File: src/rtl/batch_normalization_pipelined.sv
// Two-stage pipelined, multi-channel batch-norm: u_out = sat(u + addend[ch] + factor[ch]*z),
// with per-channel parameters loaded through a config port and a saturating clip-event counter.
module batch_normalization_pipelined #(
  parameter int WIDTH        = 6,
  parameter int ADDEND_WIDTH = WIDTH - 2,
  parameter int CHANNELS     = 4,
  parameter int CH_BITS      = (CHANNELS > 1) ? $clog2(CHANNELS) : 1,
  parameter int CNT_WIDTH    = 8
) (
  input  logic                           clk,
  input  logic                           rst_n,
  input  logic                           cfg_we,
  input  logic [CH_BITS-1:0]             cfg_ch,
  input  logic [3:0]                     cfg_factor,
  input  logic signed [ADDEND_WIDTH-1:0] cfg_addend,
  input  logic                           in_valid,
  output logic                           in_ready,
  input  logic [CH_BITS-1:0]             in_ch,
  input  logic signed [WIDTH-1:0]        u,
  input  logic signed [WIDTH-1:0]        z,
  output logic                           out_valid,
  input  logic                           out_ready,
  output logic [CH_BITS-1:0]             out_ch,
  output logic signed [WIDTH-1:0]        u_out,
  output logic                           out_sat,
  output logic [CNT_WIDTH-1:0]           sat_count,
  input  logic                           sat_clr
);

  // Wide enough that u + addend + 4z + 8z can never wrap.
  localparam int SW = WIDTH + 5;
  localparam logic signed [SW-1:0] MAX_V = SW'((1 << (WIDTH - 1)) - 1);
  localparam logic signed [SW-1:0] MIN_V = SW'(-(1 << (WIDTH - 1)));

  logic [3:0]                     factor_q [CHANNELS];
  logic signed [ADDEND_WIDTH-1:0] addend_q [CHANNELS];

  logic                    s1_valid_q, s2_valid_q;
  logic [CH_BITS-1:0]      s1_ch_q, s2_ch_q;
  logic signed [SW-1:0]    s1_sum_q;
  logic signed [WIDTH-1:0] s2_val_q;
  logic                    s2_sat_q;
  logic [CNT_WIDTH-1:0]    sat_cnt_q;

  logic                    s2_adv, s1_adv, accept;
  logic [3:0]              sel_factor;
  logic signed [SW-1:0]    u_x, z_x, a_x, term_a, term_b, sum_d;
  logic signed [WIDTH-1:0] clip_d;
  logic                    sat_d;

  assign s2_adv   = !s2_valid_q || out_ready;
  assign s1_adv   = !s1_valid_q || s2_adv;
  assign in_ready = s1_adv;
  assign accept   = in_valid && s1_adv;

  always_ff @(posedge clk or negedge rst_n) begin
    if (!rst_n) begin
      for (int i = 0; i < CHANNELS; i++) begin
        factor_q[i] <= 4'b0100;
        addend_q[i] <= '0;
      end
    end else if (cfg_we) begin
      for (int i = 0; i < CHANNELS; i++) begin
        if (cfg_ch == CH_BITS'(i)) begin
          factor_q[i] <= cfg_factor;
          addend_q[i] <= cfg_addend;
        end
      end
    end
  end

  // Unmatched channel indices fall back to the identity parameters (x1, +0).
  always_comb begin
    sel_factor = 4'b0100;
    a_x        = '0;
    for (int i = 0; i < CHANNELS; i++) begin
      if (in_ch == CH_BITS'(i)) begin
        sel_factor = factor_q[i];
        a_x        = SW'(addend_q[i]);
      end
    end
    u_x = SW'(u);
    z_x = SW'(z);
    unique case (sel_factor[3:2])
      2'b00:   term_a = '0;
      2'b01:   term_a = z_x;
      2'b10:   term_a = z_x >>> 2;
      default: term_a = z_x <<< 2;
    endcase
    unique case (sel_factor[1:0])
      2'b00:   term_b = '0;
      2'b01:   term_b = z_x >>> 1;
      2'b10:   term_b = z_x <<< 1;
      default: term_b = z_x <<< 3;
    endcase
    sum_d = u_x + a_x + term_a + term_b;
  end

  always_comb begin
    clip_d = s1_sum_q[WIDTH-1:0];
    sat_d  = 1'b0;
    if (s1_sum_q > MAX_V) begin
      clip_d = MAX_V[WIDTH-1:0];
      sat_d  = 1'b1;
    end else if (s1_sum_q < MIN_V) begin
      clip_d = MIN_V[WIDTH-1:0];
      sat_d  = 1'b1;
    end
  end

  always_ff @(posedge clk or negedge rst_n) begin
    if (!rst_n) begin
      s1_valid_q <= 1'b0;
      s1_ch_q    <= '0;
      s1_sum_q   <= '0;
      s2_valid_q <= 1'b0;
      s2_ch_q    <= '0;
      s2_val_q   <= '0;
      s2_sat_q   <= 1'b0;
    end else begin
      if (s1_adv) begin
        s1_valid_q <= accept;
        if (accept) begin
          s1_ch_q  <= in_ch;
          s1_sum_q <= sum_d;
        end
      end
      if (s2_adv) begin
        s2_valid_q <= s1_valid_q;
        if (s1_valid_q) begin
          s2_ch_q  <= s1_ch_q;
          s2_val_q <= clip_d;
          s2_sat_q <= sat_d;
        end
      end
    end
  end

  always_ff @(posedge clk or negedge rst_n) begin
    if (!rst_n)
      sat_cnt_q <= '0;
    else if (sat_clr)
      sat_cnt_q <= '0;
    else if (s2_valid_q && out_ready && s2_sat_q && !(&sat_cnt_q))
      sat_cnt_q <= sat_cnt_q + 1'b1;
  end

  assign out_valid = s2_valid_q;
  assign out_ch    = s2_ch_q;
  assign u_out     = s2_val_q;
  assign out_sat   = s2_sat_q;
  assign sat_count = sat_cnt_q;

endmodule

File: config.mk
export PLATFORM = sky130hd
export DESIGN_NAME = batch_normalization_pipelined
export DESIGN_NICKNAME = d
export VERILOG_FILES = /design/src/rtl/batch_normalization_pipelined.sv
export SDC_FILE = /design/constraint.sdc
export NUM_CORES = 1
export LEC_CHECK = 0
export CAP_MARGIN = 10
export CORE_UTILIZATION = 29
export CTS_CLUSTER_DIAMETER = 80
export DETAILED_ROUTE_END_ITERATION = 7
export GPL_ROUTABILITY_DRIVEN = 0
export REMOVE_ABC_BUFFERS = 1
export SYNTH_ARGS = -nofsm -noshare
export SYNTH_HDL_FRONTEND = slang
export SYNTH_SLANG_ARGS = --single-unit
File: constraint.sdc
create_clock -name clk -period 5.37 [get_ports clk]
set_input_delay 1.074 -clock clk [delete_from_list [all_inputs] [get_ports clk]]
set_output_delay 1.074 -clock clk [all_outputs]
set_load 0.05 [all_outputs]
==> results of run 1 <==
## metrics by stage
| step | cell area (um2) | util (%) | hold WS [ns] | std cells | setup slack, ns |
|---|---|---|---|---|---|
| after global routing | 4841 | 38.05 | 0.5074 | 562 | 0.1773 |
| final | 4841 | 38.05 | 0.4736 | 562 | 0.3936 |
| after CTS | 4841 | 38.05 | 0.4795 | 562 | 0.3918 |
| after global placement | 4487 | 35.27 | 0.4608 | 546 | 0.08270 |
| after detailed placement | 4487 | 35.27 | 0.4661 | 546 | 0.05708 |
| after floorplan | 3766 | - | 0.4432 | 322 | 0.8012 |
## final cells by class
cell class	instances	area, um2	share of cell area (%)
Multi-Input combinational cell	224	2032	41.97
Sequential cell	64	1607	33.19
Timing Repair Buffer	52	505.5	10.44
Clock buffer	10	239.0	4.937
Tap cell	172	215.2	4.446
Inverter	34	127.6	2.636
Clock inverter	6	115.1	2.378
## cells in the final DEF, fill, tap and decap left out, types with 4 or more instances in the layout
cell type,synthesis,routed
dfrtp_1,60,60
xor2_1,5,5
mux4_1,4,4
nand2_1,21,21
o21a_1,7,7
nand3_1,10,10
nor2_1,13,13
clkbuf_16,0,9
mux4_2,4,4
mux2_2,45,45
inv_1,34,34
xnor2_1,4,4
a21oi_1,6,6
ha_1,11,11
fa_1,17,17
a22oi_1,6,6
clkdlybuf4s50_1,0,47
buf_4,0,4
nor3_1,6,6
o21ai_0,25,25
dfstp_2,4,4
## synth_stat cells (all sizes together) (5+ instances only)
| master | number | share of area, % |
|---|---|---|
| ha | 11 | 3.6 |
| nor3 | 6 | 0.79 |
| xor2 | 5 | 1.2 |
| nand2 | 21 | 2.1 |
| inv | 34 | 3.4 |
| o21a | 7 | 1.4 |
| a22oi | 6 | 1.2 |
| nor2b | 5 | 1.1 |
| o21ai | 26 | 3.4 |
| mux4 | 8 | 5.1 |
| fa | 17 | 8.9 |
| nand3 | 10 | 1.3 |
| dfrtp | 60 | 39 |
| mux2 | 45 | 13 |
| a21oi | 6 | 0.79 |
| nor2 | 13 | 1.3 |
## path summary, 6_finish.rpt
kind / from / to / depth (start not counted)
worst max register to register: factor_q[2] / s1_sum_q[7] / 13
max in group asynchronous: rst_n / s1_sum_q[5] / 2
worst max-delay path: in_ch[1] / s1_sum_q[7] / 14
min in group asynchronous: rst_n / addend_q[14] / 2
worst min register to register: s1_sum_q[3] / s1_sum_q[3] / 2
worst min-delay path: s1_sum_q[3] / s1_sum_q[3] / 2
## power by group
group          internal, W  total [W]  switching (W)
sequential        0.000613   0.000683      0.0000706
combinational     0.000534    0.00120       0.000664
clock             0.000468   0.000681       0.000213
## sequential cells by signal, summed over array words and instances, names as in the netlist
| name | cells |
|---|---|
| addend_q | 16 |
| s1_valid_q | 1 |
| out_valid | 1 |
| factor_q | 16 |
| u_out | 6 |
| out_sat | 1 |
| sat_count | 8 |
| s1_sum_q | 11 |
| s1_ch_q | 2 |
| out_ch | 2 |
## per-layer routing
layer / vias up / wire, um / share of wire, %
met5: - / 0 / 0
met4: 0 / 89 / 1.1
met3: 8 / 302 / 3.9
met2: 38 / 3775 / 49
met1: 1270 / 3609 / 46
li1: 1272 / - / -
## logic make-up (layout without fill, tap and decap cells)
group | after synthesis | in the layout | synth area share (%)
and+or+nand+nor | 69 | 69 | 9.145
AOI/OAI and AO/OA | 64 | 64 | 10.92
DFF | 64 | 64 | 42.24
muxes | 54 | 54 | 18.72
buffers and inverters | 40 | 102 | 4.342
adders and majority gates | 28 | 28 | 12.57
xor gates and xnor gates | 9 | 9 | 2.072
## worst min-delay path: cells and delay by family (launching register included)
| kind | cells | cell delay [ns] |
|---|---|---|
| simple gates | 1 | 0.05 |
| compound gates | 1 | 0.06 |
| flops | 1 | 0.33 |
==> impl_metrics.tcl, run 1 <==
set metrics [dict create \
    root_buffer "clkbuf_16" \
    ios 49 \
    cp_num_buf_inv 3 \
    fin_crit_sh_pct 92.67 \
    die_x_um 116.5 \
    final_antenna_net_count 0 \
    die_y_um 116.5 \
    cts_tree "built" \
    drv_slew 0 \
    vias 2588 \
    first_iter_violations 48 \
    synthDistinctLibCells 44 \
    cp_slowest_stage_delay_ns 0.63 \
    areaGrowthSynthToFinish_pct 27.27 \
    numCtsBuffers 9 \
    path_class "primary input to register" \
    peakVddDrop_uv 176.5 \
    synth_area_per_cell_um2 11.60 \
    path_max_fanout 9 \
    grt-busiest-layer "met2" \
    worstMarginPinSlew_ns 0.7995 \
    cap_violations 0 \
    grt-ovfl-total 0 \
    power_w 0.002562 \
    drtPass1Iterations 4 \
    clk_pin_slew_ns 0.05 \
    coreArea_um2 12720 \
    rows 41 \
    antenna_found_initial 0 \
    cts_sinks 64 \
    nFillCells 1292 \
    synthFlopType "dfrtp_1" \
    portBuffers 48 \
    synth-seq-area-share_pct 42.24 \
    cts_setup_buffers 0 \
    critPathArrivalTime_ns 5.20 \
    die_area_um2 13580 \
    layout-drive-gt1-share_pct 21.03 \
    vias_per_cell 4.605 \
    fin_skew_ns 0.008324 \
    grt_pass1_vias 2612 \
    relSlewSlack_pct 46.70 \
    antennaDiodeCount 0 \
    gr-usage-met3_pct 3.373 \
    crit_required_ns 5.60 \
    use_met1_pct 16.01 \
    start_util_pct 29.90 \
    track_usage_pct 12.62 \
    clockBufferDepth 2 \
    synth_edf_count 0 \
    fmax_mhz 200.9 \
    startpoint_type "primary input" \
    hold_viol_final 0 \
    worstPathCellList "clkdlybuf4s50_1 > mux4_2 > mux2_2 > a22o_2 > fa_1 > inv_1 > fa_1 > inv_1 > ha_1 > nor2b_1 > o31a_1 > o21a_1 > o21a_1 > o31ai_1" \
    wirelength_um 7777 \
    end_kind "register" \
    synthCells 328 \
    fin_crit_ns 4.976 \
    gr-usage-met2_pct 20.87 \
    syn_area_um2 3804 \
    hpwl_um 5965 \
    outcome "finished clean" \
    finalSetupTns_ns 0 \
    ys_warn_count 0 \
    clk_latency_ns 0.33 \
    post_cts_resized 0 \
    cts_max_level 3 \
    p_per_area_nw_per_um2 529.2 \
    async_flop_share_pct 100.0 \
    p_leak_nw 2.072 \
    grt_max_degree 65 \
    layout.nets 443 \
    wl_per_cell_um 13.84 \
    ctsHoldBuffers 0 \
    drc 0 \
    rsz0062_at_grt "no" \
    r2r_setup_slack_ns 1.33 \
    cp_top_family "adder cells" \
    setup_viol_count_final 0 \
    cp_slowest_cell "mux4_2" \
    synth_seq_cells 64 \
    grt_pass1_wl_um 13050 \
    hold_path.class "register to register" \
]
Note: power is estimated with default switching activity, not from simulation.
==> inputs of run 2 (changes only) <==
CORE_UTILIZATION = 56   (was 29)
PLACE_DENSITY = 0.81   (was not set)
==> impl_metrics.tcl, run 2 (synthesis gave the netlist of run 1 again) <==
set metrics [dict create \
    outcome "finished with violations" \
    violations "DRC" \
    post_cts_resized 0 \
    p_per_area_nw_per_um2 500.4 \
    hold_path.class "register to register" \
    grt-ovfl-total 0 \
    cp_slowest_stage_delay_ns 0.62 \
    antenna_found_initial 0 \
    cp_top_family "adder cells" \
    worstPathCellList "clkdlybuf4s50_1 > mux4_2 > mux2_2 > a22o_2 > fa_1 > inv_1 > fa_1 > inv_1 > ha_1 > nor2b_1 > o31a_1 > o21a_1 > o21a_1 > o31ai_1" \
    rows 29 \
    final_common_cell "dfrtp_1" \
    reg.largest.list "addend_q x16, factor_q x16, s1_sum_q x11" \
    layout.nets 443 \
    rsz0062_at_grt "no" \
    cts_max_level 3 \
    first_iter_violations 118 \
    fin_util_pct 70.48 \
    cp_slowest_cell "mux4_2" \
    fin_skew_ns 0.009079 \
    cts_tree "built" \
    numCtsBuffers 9 \
    fmax_mhz 202.4 \
    path_class "primary input to register" \
    coreArea_um2 6459 \
    ios 49 \
    p_leak_nw 1.991 \
    grt_max_degree 65 \
    clockBufferDepth 2 \
    hpwl_um 5611 \
    drc 2 \
    grt_pass1_wl_um 12860 \
    fin_crit_ns 4.941 \
    die_area_um2 7126 \
    layout-drive-gt1-share_pct 20.77 \
    root_buffer "clkbuf_8" \
    finalSetupTns_ns 0 \
    die_x_um 84.42 \
    fin_crit_sh_pct 92.02 \
    ctsHoldBuffers 0 \
    start_util_pct 58.89 \
    antennaDiodeCount 0 \
    wirelength_um 7431 \
    crit_required_ns 5.62 \
    layout_common_cells "dfrtp_1, clkdlybuf4s50_1, mux2_2" \
    setup_viol_count_final 0 \
    track_usage_pct 23.57 \
    areaGrowthSynthToFinish_pct 19.67 \
    critPathArrivalTime_ns 5.19 \
    clk_pin_slew_ns 0.07 \
    wl_per_cell_um 15.91 \
    path_max_fanout 9 \
    cap_violations 0 \
    whs_ns 0.4770 \
    cp_num_buf_inv 3 \
    cts_setup_buffers 0 \
    drv_slew 0 \
    clk_latency_ns 0.35 \
    drtPass1Iterations 8 \
    die_y_um 84.42 \
    startpoint_type "primary input" \
    hold_viol_final 0 \
    peakVddDrop_uv 228.7 \
    portBuffers 48 \
    vias_per_cell 5.668 \
    grt_pass1_vias 2740 \
    vias 2647 \
    relSlewSlack_pct 48.41 \
    cts_sinks 64 \
    worstMarginPinSlew_ns 0.7738 \
    end_kind "register" \
    final_antenna_net_count 0 \
]
-- run 2: metrics by stage --
stage	std cells	power [W]	setup slack (ns)	cell area [um2]
floorplan	322	0.001588	0.8012	3766
global placement	451	0.001845	0.1267	4368
detailed placement	451	0.001897	0.06429	4368
CTS	467	0.002288	0.4344	4552
global route	467	0.002477	0.2388	4552
finish	467	0.002278	0.4287	4552
-- run 2: final cells by class --
cell class	count	area, um2
Timing Repair Buffer	52	505.5
Clock buffer	12	155.1
Fill cell	479	1907
Multi-Input combinational cell	224	2032
Sequential cell	64	1607
Clock inverter	4	28.78
Inverter	34	127.6
Tap cell	77	96.34
-- run 2: worst paths after layout --
kind / startpoint / endpoint / slack [ns] / cells past startpoint
max: in_ch[1] / s1_sum_q[7] / 0.43 / 14
min: u_out[4] / u_out[4] / 0.48 / 2
max reg2reg: factor_q[2] / s1_sum_q[7] / 1.34 / 13
min reg2reg: u_out[4] / u_out[4] / 0.48 / 2
max in group asynchronous: rst_n / factor_q[0] / 3.98 / 2
min in group asynchronous: rst_n / sat_count[0] / 0.88 / 2
-- run 2: worst register-to-register path, stage by stage (launching register included) --
cell and delay [ns]:
dfstp_2 0.37, mux4_2 0.58, mux2_2 0.32, a22o_2 0.23, fa_1 0.47, inv_1 0.05
fa_1 0.53, inv_1 0.04, ha_1 0.33, nor2b_1 0.16, o31a_1 0.28, o21a_1 0.20
o21a_1 0.17, o31ai_1 0.21
-- run 2: power by group --
part / internal (W) / total, W / switching, W
sequential: 0.000612 / 0.000683 / 0.0000711
clock: 0.000193 / 0.000384 / 0.000191
combinational: 0.000541 / 0.00121 / 0.000671
-- run 2: routing by layer --
layer	track usage, %	share of wire, %
met5	0	0
met1	28.15	42
met4	9.091	2.0
met2	41.51	52
met3	5.703	3.9
==> inputs of run 3 (changes only) <==
CORE_UTILIZATION = 64   (was 56)
DONT_BUFFER_PORTS = 1   (was not set)
PLACE_DENSITY = 0.88   (was 0.81)
==> impl_metrics.tcl, run 3 (synthesis gave the netlist of run 1 again) <==
set metrics [dict create \
    cap_violations 0 \
    drv_slew 0 \
    wirelength_um 7334 \
    startpoint_type "primary input" \
    cts_sinks 64 \
    grt-ovfl-total 0 \
    wl_per_cell_um 17.89 \
    layout_common_cells "dfrtp_1, mux2_2, inv_1" \
    hold_path.class "primary input to asynchronous set/reset pin" \
    switchingPower_w 0.0009013 \
    power_frac_clock_pct 17.3 \
    worstPathCellList "mux4_2 > mux2_2 > a22o_2 > fa_1 > inv_1 > fa_1 > inv_1 > ha_1 > a211oi_1 > o21bai_1 > o22ai_1 > xor2_1 > o21ai_0" \
    grt_max_degree 65 \
    layout-drive-gt1-share_pct 22.49 \
    critPathArrivalTime_ns 4.68 \
    start_util_pct 67.83 \
    path_max_fanout 9 \
    fmax_mhz 222.8 \
    vias_per_cell 6.068 \
    cts_setup_buffers 0 \
    stdcell_area_um2 4040 \
    rows 27 \
    dpl-instance-area_um2 3856 \
    vias 2488 \
    layout.nets 391 \
    p_int_w 0.001260 \
    cts_max_level 3 \
    grt_pass1_vias 2661 \
    relSlewSlack_pct 48.56 \
    antennaDiodeCount 0 \
    pre_cts_ws_ns 0.5554 \
    drtPass1Iterations 4 \
    cp_top_family "adder cells" \
    hpwl_um 5456 \
    p_per_area_nw_per_um2 534.9 \
    hold_viol_final 0 \
    cp_num_buf_inv 2 \
    worstMarginPinSlew_ns 0.7683 \
    coreArea_um2 5608 \
    drc 0 \
    areaGrowthSynthToFinish_pct 6.217 \
    fin_crit_sh_pct 83.57 \
    ios 49 \
    crit_required_ns 5.56 \
    fin_crit_ns 4.488 \
    die_y_um 79.09 \
    finalSetupTns_ns 0 \
    die_area_um2 6255 \
    antenna_found_initial 0 \
    path_class "primary input to register" \
    reg.largest.list "addend_q x16, factor_q x16, s1_sum_q x11" \
    setup_ws_ns 0.8821 \
    peakVddDrop_uv 261.1 \
    p_leak_nw 1.788 \
    ctsHoldBuffers 0 \
    setup_viol_count_final 0 \
    cts_tree "built" \
    sw_frac_of_total_pct 41.71 \
    final_antenna_net_count 0 \
    clk_pin_slew_ns 0.07 \
    comb_power_share_pct 45.5 \
    grt_pass1_wl_um 12320 \
    rsz0062_at_grt "no" \
    cp_slowest_stage_delay_ns 0.58 \
    portBuffers 0 \
    die_x_um 79.09 \
    cp_slowest_cell "mux4_2" \
    root_buffer "clkbuf_8" \
    end_kind "register" \
    power_frac_seq_pct 37.1 \
    first_iter_violations 118 \
    clockBufferDepth 2 \
    numCtsBuffers 9 \
    final_common_cell "dfrtp_1" \
    outcome "finished clean" \
    post_cts_resized 0 \
    clk_latency_ns 0.34 \
    fin_skew_ns 0.01162 \
    track_usage_pct 26.68 \
]
[run 3: changes by cell type in the layout (fill, tap and decap cells not counted), sizes merged]
cell and delta:
clkdlybuf4s50 -47, buf -5
[run 3: power by group through the flow]
stage | registers, W | logic (W) | clock network (W)
CTS | 0.000803 | 0.000985 | 0.000381
global placement | 0.000801 | 0.000919 | 0
detailed placement | 0.000811 | 0.000976 | 0
finish | 0.000803 | 0.000984 | 0.000374
floorplan | 0.000786 | 0.000803 | 0
global route | 0.000818 | 0.00112 | 0.000404
[run 3: final cells by class]
class | count | area, um2
clock buffers | 12 | 155.1
clock inverters | 4 | 28.78
fillers | 391 | 1568
inverters | 34 | 127.6
multi-input cells | 224 | 2032
flip-flops and latches | 64 | 1607
well taps | 72 | 90.09
[run 3: through the flow]
step	util, %	total power [W]	hold slack, ns	cells
finish	72.04	0.002161	0.4217	410
global route	72.04	0.002340	0.3985	410
CTS	72.04	0.002169	0.4073	410
detailed placement	68.76	0.001787	0.4636	394
global placement	68.76	0.001720	0.4550	394
floorplan	-	0.001588	0.4432	322
[run 3: worst reg2reg max path, delay by kind of cell, from the launching register on]
| family | cells | cell delay, ns |
|---|---|---|
| muxes | 2 | 0.70 |
| AOI/OAI and AO/OA | 5 | 1.07 |
| buffers and inverters | 2 | 0.11 |
| DFF | 1 | 0.54 |
| adders and majority gates | 3 | 1.35 |
| xor gates and xnor gates | 1 | 0.17 |
[run 3: path summary, 6_finish.rpt]
check / start / to / slack, ns / depth (start not counted)
max in group asynchronous: rst_n / factor_q[2] / 4.75 / 0
min reg2reg: s1_sum_q[4] / s1_sum_q[4] / 0.47 / 2
min in group clk: s1_sum_q[4] / s1_sum_q[4] / 0.47 / 2
max reg2reg: factor_q[6] / s1_sum_q[8] / 1.27 / 13
min: rst_n / s1_valid_q / 0.42 / 0
max: in_ch[1] / s1_sum_q[8] / 0.88 / 13
[run 3: per-layer routing]
layer | global-route usage, % | routed length (um) | vias to the layer above
met5 | 0 | 0 | -
met4 | 13.82 | 198 | 0
met3 | 7.701 | 342 | 17
met2 | 46.90 | 3912 | 66
met1 | 29.11 | 2880 | 1225
li1 | - | - | 1180
